File: config.mk
export PLATFORM = sky130hd
export DESIGN_NAME = mult_share_arbiter
export DESIGN_NICKNAME = d
export VERILOG_FILES = /design/src/rtl/mult_arb_pkg.sv /design/src/rtl/mult_share_arbiter_rr_picker.sv /design/src/rtl/mult_share_arbiter.sv
export SDC_FILE = /design/constraint.sdc
export NUM_CORES = 1
export LEC_CHECK = 0
export ABC_AREA = 1
export ABC_CLOCK_PERIOD_IN_PS = 2650
export CAP_MARGIN = 20
export CORE_MARGIN = 10
export CORE_UTILIZATION = 42
export CTS_BUF_LIST = sky130_fd_sc_hd__clkbuf_2 sky130_fd_sc_hd__clkbuf_4 sky130_fd_sc_hd__clkbuf_8
export DETAILED_ROUTE_END_ITERATION = 8
export GPL_TIMING_DRIVEN = 0
export PLACE_DENSITY = 0.89
export SLEW_MARGIN = 20
export SYNTH_ARGS = -nofsm -noshare
export SYNTH_HDL_FRONTEND = slang
export SYNTH_SLANG_ARGS = --single-unit
File: constraint.sdc
create_clock -name clk -period 2.65 [get_ports clk]
set_clock_uncertainty 0.15 [all_clocks]
set_input_delay 0.6625 -clock clk [delete_from_list [all_inputs] [get_ports clk]]
set_output_delay 0.6625 -clock clk [all_outputs]
set_load 0.005 [all_outputs]
File: src/rtl/mult_arb_pkg.sv
// Shared types and defaults for the multiplier-sharing arbiter.
// The optional WAIT watchdog is enabled by defining MULT_ARB_TIMEOUT_EN.
package mult_arb_pkg;

  typedef enum logic [1:0] {
    IDLE,
    ISSUE,
    WAIT,
    RESP
  } arb_state_t;

  localparam int unsigned PARALLELISM_DEFAULT = 32;
  localparam int unsigned NREQ_DEFAULT        = 2;
  localparam int unsigned TIMEOUT_DEFAULT     = 255;

  // Counter width able to hold the value TIMEOUT itself.
  function automatic int unsigned wdog_width(input int unsigned limit);
    return (limit < 1) ? 1 : $clog2(limit + 1);
  endfunction

endpackage

File: src/rtl/mult_share_arbiter_rr_picker.sv
// Combinational round-robin picker: first valid requester after last_grant,
// returned both one-hot and as an index.
module rr_picker #(
  parameter int unsigned NREQ = 2,
  parameter int unsigned IW   = 1
) (
  input  logic [NREQ-1:0] valid,
  input  logic [IW-1:0]   last,
  output logic [NREQ-1:0] onehot,
  output logic [IW-1:0]   index,
  output logic            any
);

  int unsigned base;
  int unsigned idx;
  logic        found;

  always_comb begin
    onehot = '0;
    index  = '0;
    any    = |valid;
    found  = 1'b0;
    base   = 32'(last);
    idx    = 0;
    for (int unsigned k = 1; k <= NREQ; k++) begin
      idx = (base + k) % NREQ;
      if (!found && valid[IW'(idx)]) begin
        found              = 1'b1;
        onehot[IW'(idx)]   = 1'b1;
        index              = IW'(idx);
      end
    end
  end

endmodule

File: src/rtl/mult_share_arbiter.sv
// Round-robin arbiter sharing one multiplier between NREQ requesters.
// Define MULT_ARB_TIMEOUT_EN to add a WAIT-state watchdog that reports resp_err.
module mult_share_arbiter
  import mult_arb_pkg::*;
#(
  parameter int unsigned parallelism = PARALLELISM_DEFAULT,
  parameter int unsigned NREQ        = NREQ_DEFAULT,
  parameter int unsigned TIMEOUT     = TIMEOUT_DEFAULT
) (
  input  logic                        clk,
  input  logic                        rst,
  input  logic [NREQ-1:0]             req_valid,
  output logic [NREQ-1:0]             req_ready,
  input  logic [NREQ-1:0]             req_usigned,
  input  logic [NREQ*parallelism-1:0] req_multiplicand,
  input  logic [NREQ*parallelism-1:0] req_multiplier,
  output logic [NREQ-1:0]             resp_valid,
  input  logic [NREQ-1:0]             resp_ready,
  output logic [2*parallelism-1:0]    resp_product,
  output logic                        resp_err,
  output logic                        mul_valid,
  output logic                        mul_usigned,
  output logic [parallelism-1:0]      mul_multiplicand,
  output logic [parallelism-1:0]      mul_multiplier,
  input  logic [2*parallelism-1:0]    mul_product,
  input  logic                        mul_res_ready
);

  localparam int unsigned IW = (NREQ > 1) ? $clog2(NREQ) : 1;

  arb_state_t             state;
  logic [IW-1:0]          last_grant;
  logic [IW-1:0]          grant;
  logic                   res_q;
  logic                   rise;
  logic [NREQ-1:0]        pick_onehot;
  logic [IW-1:0]          pick_index;
  logic                   pick_any;
  logic [parallelism-1:0] sel_a;
  logic [parallelism-1:0] sel_b;
  logic                   sel_u;

`ifdef MULT_ARB_TIMEOUT_EN
  localparam int unsigned WDW = wdog_width(TIMEOUT);
  logic [WDW-1:0] wdog;
`else
  assign resp_err = 1'b0;
`endif

  rr_picker #(
    .NREQ (NREQ),
    .IW   (IW)
  ) u_picker (
    .valid  (req_valid),
    .last   (last_grant),
    .onehot (pick_onehot),
    .index  (pick_index),
    .any    (pick_any)
  );

  // Completion is the rising edge only, so a level left high by a previous op is ignored.
  assign rise      = mul_res_ready & ~res_q;
  assign req_ready = (state == IDLE) ? pick_onehot : '0;

  always_comb begin
    sel_a = '0;
    sel_b = '0;
    sel_u = 1'b0;
    for (int unsigned k = 0; k < NREQ; k++) begin
      if (pick_onehot[k]) begin
        sel_a = req_multiplicand[k*parallelism +: parallelism];
        sel_b = req_multiplier[k*parallelism +: parallelism];
        sel_u = req_usigned[k];
      end
    end
  end

  always_ff @(posedge clk) begin
    if (rst) begin
      state            <= IDLE;
      last_grant       <= IW'(NREQ - 1);
      grant            <= '0;
      res_q            <= 1'b0;
      resp_valid       <= '0;
      resp_product     <= '0;
      mul_valid        <= 1'b0;
      mul_usigned      <= 1'b0;
      mul_multiplicand <= '0;
      mul_multiplier   <= '0;
`ifdef MULT_ARB_TIMEOUT_EN
      resp_err         <= 1'b0;
      wdog             <= '0;
`endif
    end else begin
      res_q     <= mul_res_ready;
      mul_valid <= 1'b0;
      case (state)
        IDLE: begin
          if (pick_any) begin
            grant            <= pick_index;
            last_grant       <= pick_index;
            mul_usigned      <= sel_u;
            mul_multiplicand <= sel_a;
            mul_multiplier   <= sel_b;
            mul_valid        <= 1'b1;
            state            <= ISSUE;
          end
        end
        ISSUE: begin
`ifdef MULT_ARB_TIMEOUT_EN
          wdog  <= '0;
`endif
          state <= WAIT;
        end
        WAIT: begin
          if (rise) begin
            resp_product <= mul_product;
            resp_valid   <= NREQ'(1) << grant;
`ifdef MULT_ARB_TIMEOUT_EN
            resp_err     <= 1'b0;
`endif
            state        <= RESP;
          end
`ifdef MULT_ARB_TIMEOUT_EN
          else if (wdog == WDW'(TIMEOUT - 1)) begin
            resp_product <= '0;
            resp_valid   <= NREQ'(1) << grant;
            resp_err     <= 1'b1;
            state        <= RESP;
          end else begin
            wdog <= wdog + 1'b1;
          end
`endif
        end
        RESP: begin
          if (|(resp_valid & resp_ready)) begin
            resp_valid <= '0;
            state      <= IDLE;
          end
        end
        default: state <= IDLE;
      endcase
    end
  end

endmodule

# == Word level (Yosys, flattened, before mapping) ==
# Cells that the tools add are included.
# word_totals
regBits,137
in_bits,201
output_inout_bits,135
elab_cells,68
# op_classes
addsub,2
magnitude_cmp,4
n_eq_ne,6
n_shift,1
mux,27
n_bitwise,5
reduce_logical,13
# op_table
operator,count
two-way mux 32 bit,4
two-way mux 2 bit,7
two-way mux 1 bit,12
one-hot mux 2 bit (4 select lines),1
"!= test 2 bit, second input constant",3
AND reduction 3 bit,2
OR reduction 2 bit,3
"== test 2 bit, second input constant",2
"less-than comparator 1 x 2 -> 1 bit, second input constant",2
one-hot mux 2 bit (2 select lines),1
AND reduction 2 bit,2
logical AND 1 bit,3
"adder 1 bit, second input constant",2
bitwise AND 2 bit,1
demux 1 bit (select 1 bit),2
"== test 2 x 1 -> 1 bit, second input constant",1
">= comparator 1 bit, second input constant",2
zero test 2 bit,1
NOT 1 bit,2
bitwise OR 2 bit,1
nonzero test 2 bit,1
"left shift 1 x 1 -> 2 bit, first input constant",1
bitwise AND 1 bit,1
zero test 1 bit,1

# == Logic depth before layout (Yosys ltp) ==
# Gate-level depths: netlist of run 1.
# depth
depth_word,10
ltp_mapped,11
mapped_depth_nobuf,9

# == By module ==
# Synthesis of run 1 repeated with hierarchy kept, for this count alone.
# hier_totals
cells_unflattened,714
area_unflattened_um2,5695.5
# by_module_without_submodules
module,instances,cells_each,area_each_um2,seq_area_each_um2
mult_share_arbiter,1,707,5664.2,2742.6
rr_picker,1,7,31.3,0.0

# == Worst setup path after synthesis of run 1 ==
# No wires, ideal clock.
# synth_path
path_type,input to output
from,in req_valid[0]
to,out req_ready[1]
arrival_time_ps,1051
t_required_ps,1837
setup_slack_ps,786
path_stages,4
path_buffers,1
cell_sequence,nand2_1 nand3_1 inv_2 buf_2
# synth_via
elab_chain_cells,7
elab_cells_between_ends,11
classes_between,8 x mux; 1 x bitwise; 2 x reduce/logical
# synth_rtl
item,line,source
start: declaration,mult_share_arbiter.sv:12,"input logic [NREQ-1:0] req_valid,"
two-way mux 1 bit (implied by the code) (2 in a row),mult_share_arbiter_rr_picker.sv:27,if (!found && valid[IW'(idx)]) begin
two-way mux 1 bit,mult_share_arbiter_rr_picker.sv:27,
zero test 1 bit,mult_share_arbiter_rr_picker.sv:27,
logical AND 1 bit,mult_share_arbiter_rr_picker.sv:27,
two-way mux 2 bit *,mult_share_arbiter_rr_picker.sv:27,
two-way mux 2 bit *,mult_share_arbiter.sv:63,assign req_ready = (state == IDLE) ? pick_onehot : '0;
end: declaration,mult_share_arbiter.sv:13,"output logic [NREQ-1:0] req_ready,"
# Every way passes the cells marked *; elsewhere a longest branch is shown, timed or not. The select of a mux whose other input is x is not followed.

# == Worst setup path after layout of run 1 ==
# layout_path
from,reg state[1]
to,out req_ready[1]
# layout_via
elab_chain_cells,2
# layout_rtl
item,line,source
start: declaration,mult_share_arbiter.sv:31,arb_state_t state;
start signal: assignment,mult_share_arbiter.sv:80,state <= IDLE;
start signal: assignment,mult_share_arbiter.sv:106,state <= ISSUE;
start signal: assignment,mult_share_arbiter.sv:113,state <= WAIT;
zero test 2 bit,mult_share_arbiter.sv:63,
two-way mux 2 bit,mult_share_arbiter.sv:63,
# No other way between the ends.

==> results of run 1 <==
placed cells by master, fill, tap and decap left out, types with 5 or more instances in the layout:
cell	Yosys	final
nand2_1	407	407
buf_6	6	6
clkdlybuf4s50_1	0	331
nor2_1	12	12
buf_4	10	12
nand3_1	6	5
clkbuf_8	0	17
inv_1	73	72
buf_2	6	5
dfxtp_1	137	137
o21ai_0	64	64
clkbuf_1	24	24
a21oi_1	66	66
path summary, 6_finish.rpt:
check / slack, ns / endpoint / start
worst max-delay path: 0.11 / req_ready[1] / state[1]
worst min-delay path: 0.29 / resp_product[29] / resp_product[29]
worst max register to register: 0.65 / resp_product[1] / state[0]
worst min register to register: 0.29 / resp_product[29] / resp_product[29]
per-stage QoR:
stage          total power, W  worst slack [ns]  hold WS [ns]
5_1_grt               0.00743            0.0183         0.310
2_1_floorplan         0.00389             0.786         0.290
4_1_cts               0.00702            0.0282         0.297
3_3_place_gp          0.00533            -0.355         0.280
3_5_place_dp          0.00541            -0.355         0.285
6_report              0.00697             0.108         0.293
worst max-delay path: stages, from the launching register on:
cell,delay (ns)
dfxtp_1,0.34
inv_1,0.11
ha_4,0.17
nand3_2,0.11
inv_4,0.08
clkdlybuf4s50_1,0.50
cells in the mapped netlist:
library cell	instances
buf_2	6
buf_6	6
clkbuf_1	24
buf_1	4
nand3_1	6
nor2_2	2
or2_2	1
inv_1	73
nor2_1	12
o21ai_1	1
o21ai_0	64
inv_2	4
nand2_1	407
a21oi_1	66
ha_1	3
dfxtp_1	137
buf_4	10
conb_1	1
where the power goes:
part           total (W)  switching (W)  internal (W)
sequential       0.00270       0.000217       0.00249
combinational    0.00268        0.00126       0.00142
clock            0.00159       0.000809      0.000782
total            0.00697        0.00229       0.00468
per-layer routing:
metal	vias to the layer above	track usage	part of all wire
met1	2847	0.233	0.35
met4	0	0.0933	0.030
met3	46	0.109	0.13
met5	-	0	0
li1	3223	-	-
met2	268	0.413	0.49
final cells by class:
cell class,instances,area (µm²)
tap,176,220
inverter,77,292
timing repair buffer,336,3350
fill,1040,3610
clock inverter,11,100
sequential,137,2740
clock buffer,21,264
buffer,49,273
multi-input combinational,563,2340
kinds of logic after synthesis:
| group | after synthesis |
|---|---|
| buffers and inverters | 127 |
| AO/OA/AOI/OAI | 131 |
| other | 1 |
| AND/OR/NAND/NOR | 428 |
| adder cells (fa/ha/maj) | 3 |
| flip-flops | 137 |
registers in the layout, summed over array words and instances, names as in the netlist:
register,cells
grant,1
mul_multiplicand,32
mul_usigned,1
last_grant,1
mul_valid,1
resp_valid,2
resp_product,64
res_q,1
state,2
mul_multiplier,32
timing repair:
action / 4_1_cts / 5_1_grt
pin swaps: 1 / 0
endpoints found under the setup margin: 2 / 1
setup buffers: 2 / 0
gates resized for setup: 6 / 2
==> flow_summary.toml, run 1 <==
[outcome]
status = "finished, final reports clean"

[timing]
period_minus_slack_ns = 2.54
worst_slew_pin_slew_ns = 0.689
slew_viol_final = 0
setup_viol_count_final = 0
hold_viol = 0
layout_worst_path_cycle_share = 0.959
slew_headroom = 0.541
rsz0062_at_grt = "no"
finalSetupTns_ns = 0
fmaxAchievable_ghz = 0.393

[worst_setup_path]
reg2regPathDepth = 6
worstSetupPathType = "flop to primary output"
worst_setup_path_start_kind = "flop"
cp.arrival_ns = 1.73
required_ns = 1.84
worstPathMaxFanout = 4
end_kind = "primary output"

[global_routing]
grt_max_degree = 17
grt_pass1_vias = 6182
grt.total_usage = 0.234
grt_pass1_wl_mm = 33.4
grt.overflow.total = 0
grt_antenna_before_repair = 0

[logic_synthesis]
yosys-top-cells-area = "dfxtp_1 49%, nand2_1 27%, a21oi_1 5.9%"
syn_area_per_cell_um2 = 6.81
ys_warn_count = 0
synthCells = 827
synth-simple-area-share = 0.288
synth_mux_area_frac = 0
synthXorXnorAreaFrac = 0
synthAdderAreaFrac = 0.00667
yosys.area.top_type_share = 0.487
netlist_area_mm2 = 0.00563
synth_fp_nets = 1031
ys_ff_latch = 137
synth_top_family_by_area = "simple AND/OR/NAND/NOR gates"
synth_compound_area_frac = 0.116
ys_types = 18
yosysSeqAreaShare = 0.487
synth_top_area_cell = "dfxtp_1"

[drt]
ant_nets = 0
wl_mm = 22.6
firstDrtPassIters = 4
dr.first_iter.drc_count = 279
post-route-drc-count = 0
wire_per_inst_um = 16.5
routed_via_density = 4.66
num_vias = 6384

[placement]
dpl.cell_count = 1337
io_buffers = 334
gp_congestion = 0.850
dpl.hpwl_mm = 18.1
place_area_mm2 = 0.00919

[floorplanning]
row_count = 42
fp.dieArea_mm2 = 0.0184
coreArea_mm2 = 0.0132
chipHeight_um = 136
pin_count = 336
chipWidth_um = 136
start_util = 0.427

[clock_tree]
clock_path_buffers = 2
clk_latency_ns = 0.43
clock_sinks = 137
clk_pin_slew_ns = 0.07
hold_buffers = 0
cts_root_buf = "clkbuf_8"
cts_tree = "done"
cts_buffers = 17
cts_htree_levels = 4

[layout]
diodes = 0
drive_gt1_frac = 0.0544
final_area_mm2 = 0.00958
final_nets = 1385
stdcell_count = 1370
area.growth.synth_to_final_pct = 70.3
post-route-util = 0.726

[run]
drv_cap = 0

[power_and_ir_drop]
cellLeakagePower_nw = 4.18
pwr_density_cell_mw_per_mm2 = 728
ir_worst_vdd_mv = 0.423

[worst_hold_path]
whs_path_depth = 2
min_path_type = "flop to flop"
(Power assumes the default switching activity.)
==> inputs of run 2 (changes only) <==
==> constraint.sdc (replaced) <==
create_clock -name clk -period 2.65 [get_ports clk]
set_clock_uncertainty 0.15 [all_clocks]
set_input_delay 0.795 -clock clk [delete_from_list [all_inputs] [get_ports clk]]
set_output_delay 0.795 -clock clk [all_outputs]
set_load 0.005 [all_outputs]
==> run 2 against run 1 <==
  * Total power fell by 0.31%
  * Register-to-register slack is essentially flat
  * Sequential cell count unchanged
  * Sequential share of layout area about the same
  * Largest power group unchanged
  * Critical endpoint is now req_ready[0]
  * Final area hardly changed
  * Hold slack is essentially flat
==> flow_summary.toml, run 2 (synthesis gave the netlist of run 1 again) <==
[outcome]
status = "finished, final reports clean"

[timing]
slew_viol_final = 0
setup_viol_count_final = 0
period_minus_slack_ns = 2.57
worst_slew_pin_slew_ns = 0.682
slew_headroom = 0.545
layout_worst_path_cycle_share = 0.970
fmaxAchievable_ghz = 0.389
rsz0062_at_grt = "no"
setup_ws_ns = 0.0793
hold_viol = 0

[global_routing]
grt_pass1_vias = 6192
grt_max_degree = 17
grt_antenna_before_repair = 0
grt.total_usage = 0.234
grt.overflow.total = 0
grt_pass1_wl_mm = 33.5

[clock_tree]
cts_htree_levels = 4
clock_sinks = 137
clk_latency_ns = 0.43
cts_buffers = 17
hold_buffers = 0
clock_path_buffers = 2
cts_root_buf = "clkbuf_8"
clk_pin_slew_ns = 0.07
cts_tree = "done"

[floorplanning]
chipWidth_um = 136
pin_count = 336
row_count = 42
chipHeight_um = 136
start_util = 0.427
coreArea_mm2 = 0.0132
fp.dieArea_mm2 = 0.0184

[layout]
post-route-util = 0.726
largest_reg_flops = 64
final_nets = 1385
area.growth.synth_to_final_pct = 70.1
final_common_cell = "nand2_1"
diodes = 0
largest-register = "resp_product"
top_regs = "resp_product x64, mul_multiplicand x32, mul_multiplier x32"
drive_gt1_frac = 0.0544
final_cell_mix = "407 x nand2_1, 330 x clkdlybuf4s50_1, 137 x dfxtp_1"

[drt]
wire_per_inst_um = 16.5
num_vias = 6400
wl_mm = 22.6
post-route-drc-count = 0
ant_nets = 0
routed_via_density = 4.67
dr.first_iter.drc_count = 244
firstDrtPassIters = 5

[worst_setup_path]
end_kind = "primary output"
required_ns = 1.71
worstSetupPathType = "primary input to primary output"
worstPathMaxFanout = 3
timing.rr.start = "state[0]"
critPathLaunch = "req_valid[1]"
cp.arrival_ns = 1.63
worst_setup_path_start_kind = "primary input"

[placement]
gp_congestion = 0.850
place_ws_ns = -0.620
dpl.hpwl_mm = 18.1
io_buffers = 334

[power_and_ir_drop]
p_int_w = 0.00467
swShare = 0.328
ir_worst_vdd_mv = 0.422
power.switching_w = 0.00228
p_comb_frac = 0.383
cellLeakagePower_nw = 4.18
p_clk_frac = 0.228
pwr_density_cell_mw_per_mm2 = 726
p_seq_frac = 0.389

[worst_hold_path]
min_from = "resp_product[29]"
min_path_type = "flop to flop"

[run]
drv_cap = 0
run 2: worst paths after layout:
check	to	slack, ns	cells past startpoint
worst max-delay path	req_ready[0]	0.08	5
worst min-delay path	resp_product[29]	0.29	2
worst max register to register	resp_product[1]	0.65	6
worst min register to register	resp_product[29]	0.29	2
run 2: worst max-delay path: stages:
cell and delay, ns:
dlygate4sd2_1 0.25, inv_1 0.07, o21ai_2 0.16, nor2_1 0.06, clkdlybuf4s15_1 0.29
run 2: metrics by stage:
| stage | power [W] | hold slack (ns) | cell area [µm²] | instances | TNS, ns |
|---|---|---|---|---|---|
| finish | 0.00695 | 0.293 | 9580 | 1370 | 0 |
| global route | 0.00741 | 0.310 | 9580 | 1370 | 0 |
| CTS | 0.00701 | 0.297 | 9570 | 1370 | 0 |
| detailed placement | 0.00541 | 0.285 | 9190 | 1337 | -1.14 |
| global placement | 0.00533 | 0.280 | 9190 | 1337 | -1.16 |
| floorplan | 0.00389 | 0.290 | 5630 | 827 | 0 |
run 2: area by class of cell:
type	instances	area, µm²
fill	1042	3610
tap	176	220
timing repair buffer	336	3350
clock buffer	21	264
inverter	77	292
multi-input combinational	563	2330
buffer	49	273
sequential	137	2740
clock inverter	11	100
run 2: layer usage:
layer  wire length (µm)  up-vias  global-route usage
met3               2940       42               0.109
met4                666        0              0.0933
met1               7860     2866               0.233
met5                  0        -                   0
met2              11200      270               0.413
li1                   -     3222                   -
run 2: repair_timing:
item                                    in CTS  in global routing
endpoints found under the setup margin       2                  1
resized for setup                            8                  1
pin swaps                                    1                  0
gates cloned                                 0                  0
buffers inserted                             2                  0
run 2: power groups by stage:
stage | registers [W] | logic [W] | clock network [W]
2_1_floorplan | 0.00277 | 0.00111 | 0
3_5_place_dp | 0.00275 | 0.00266 | 0
6_report | 0.00270 | 0.00266 | 0.00159
3_3_place_gp | 0.00272 | 0.00261 | 0
5_1_grt | 0.00274 | 0.00294 | 0.00172
4_1_cts | 0.00270 | 0.00269 | 0.00162
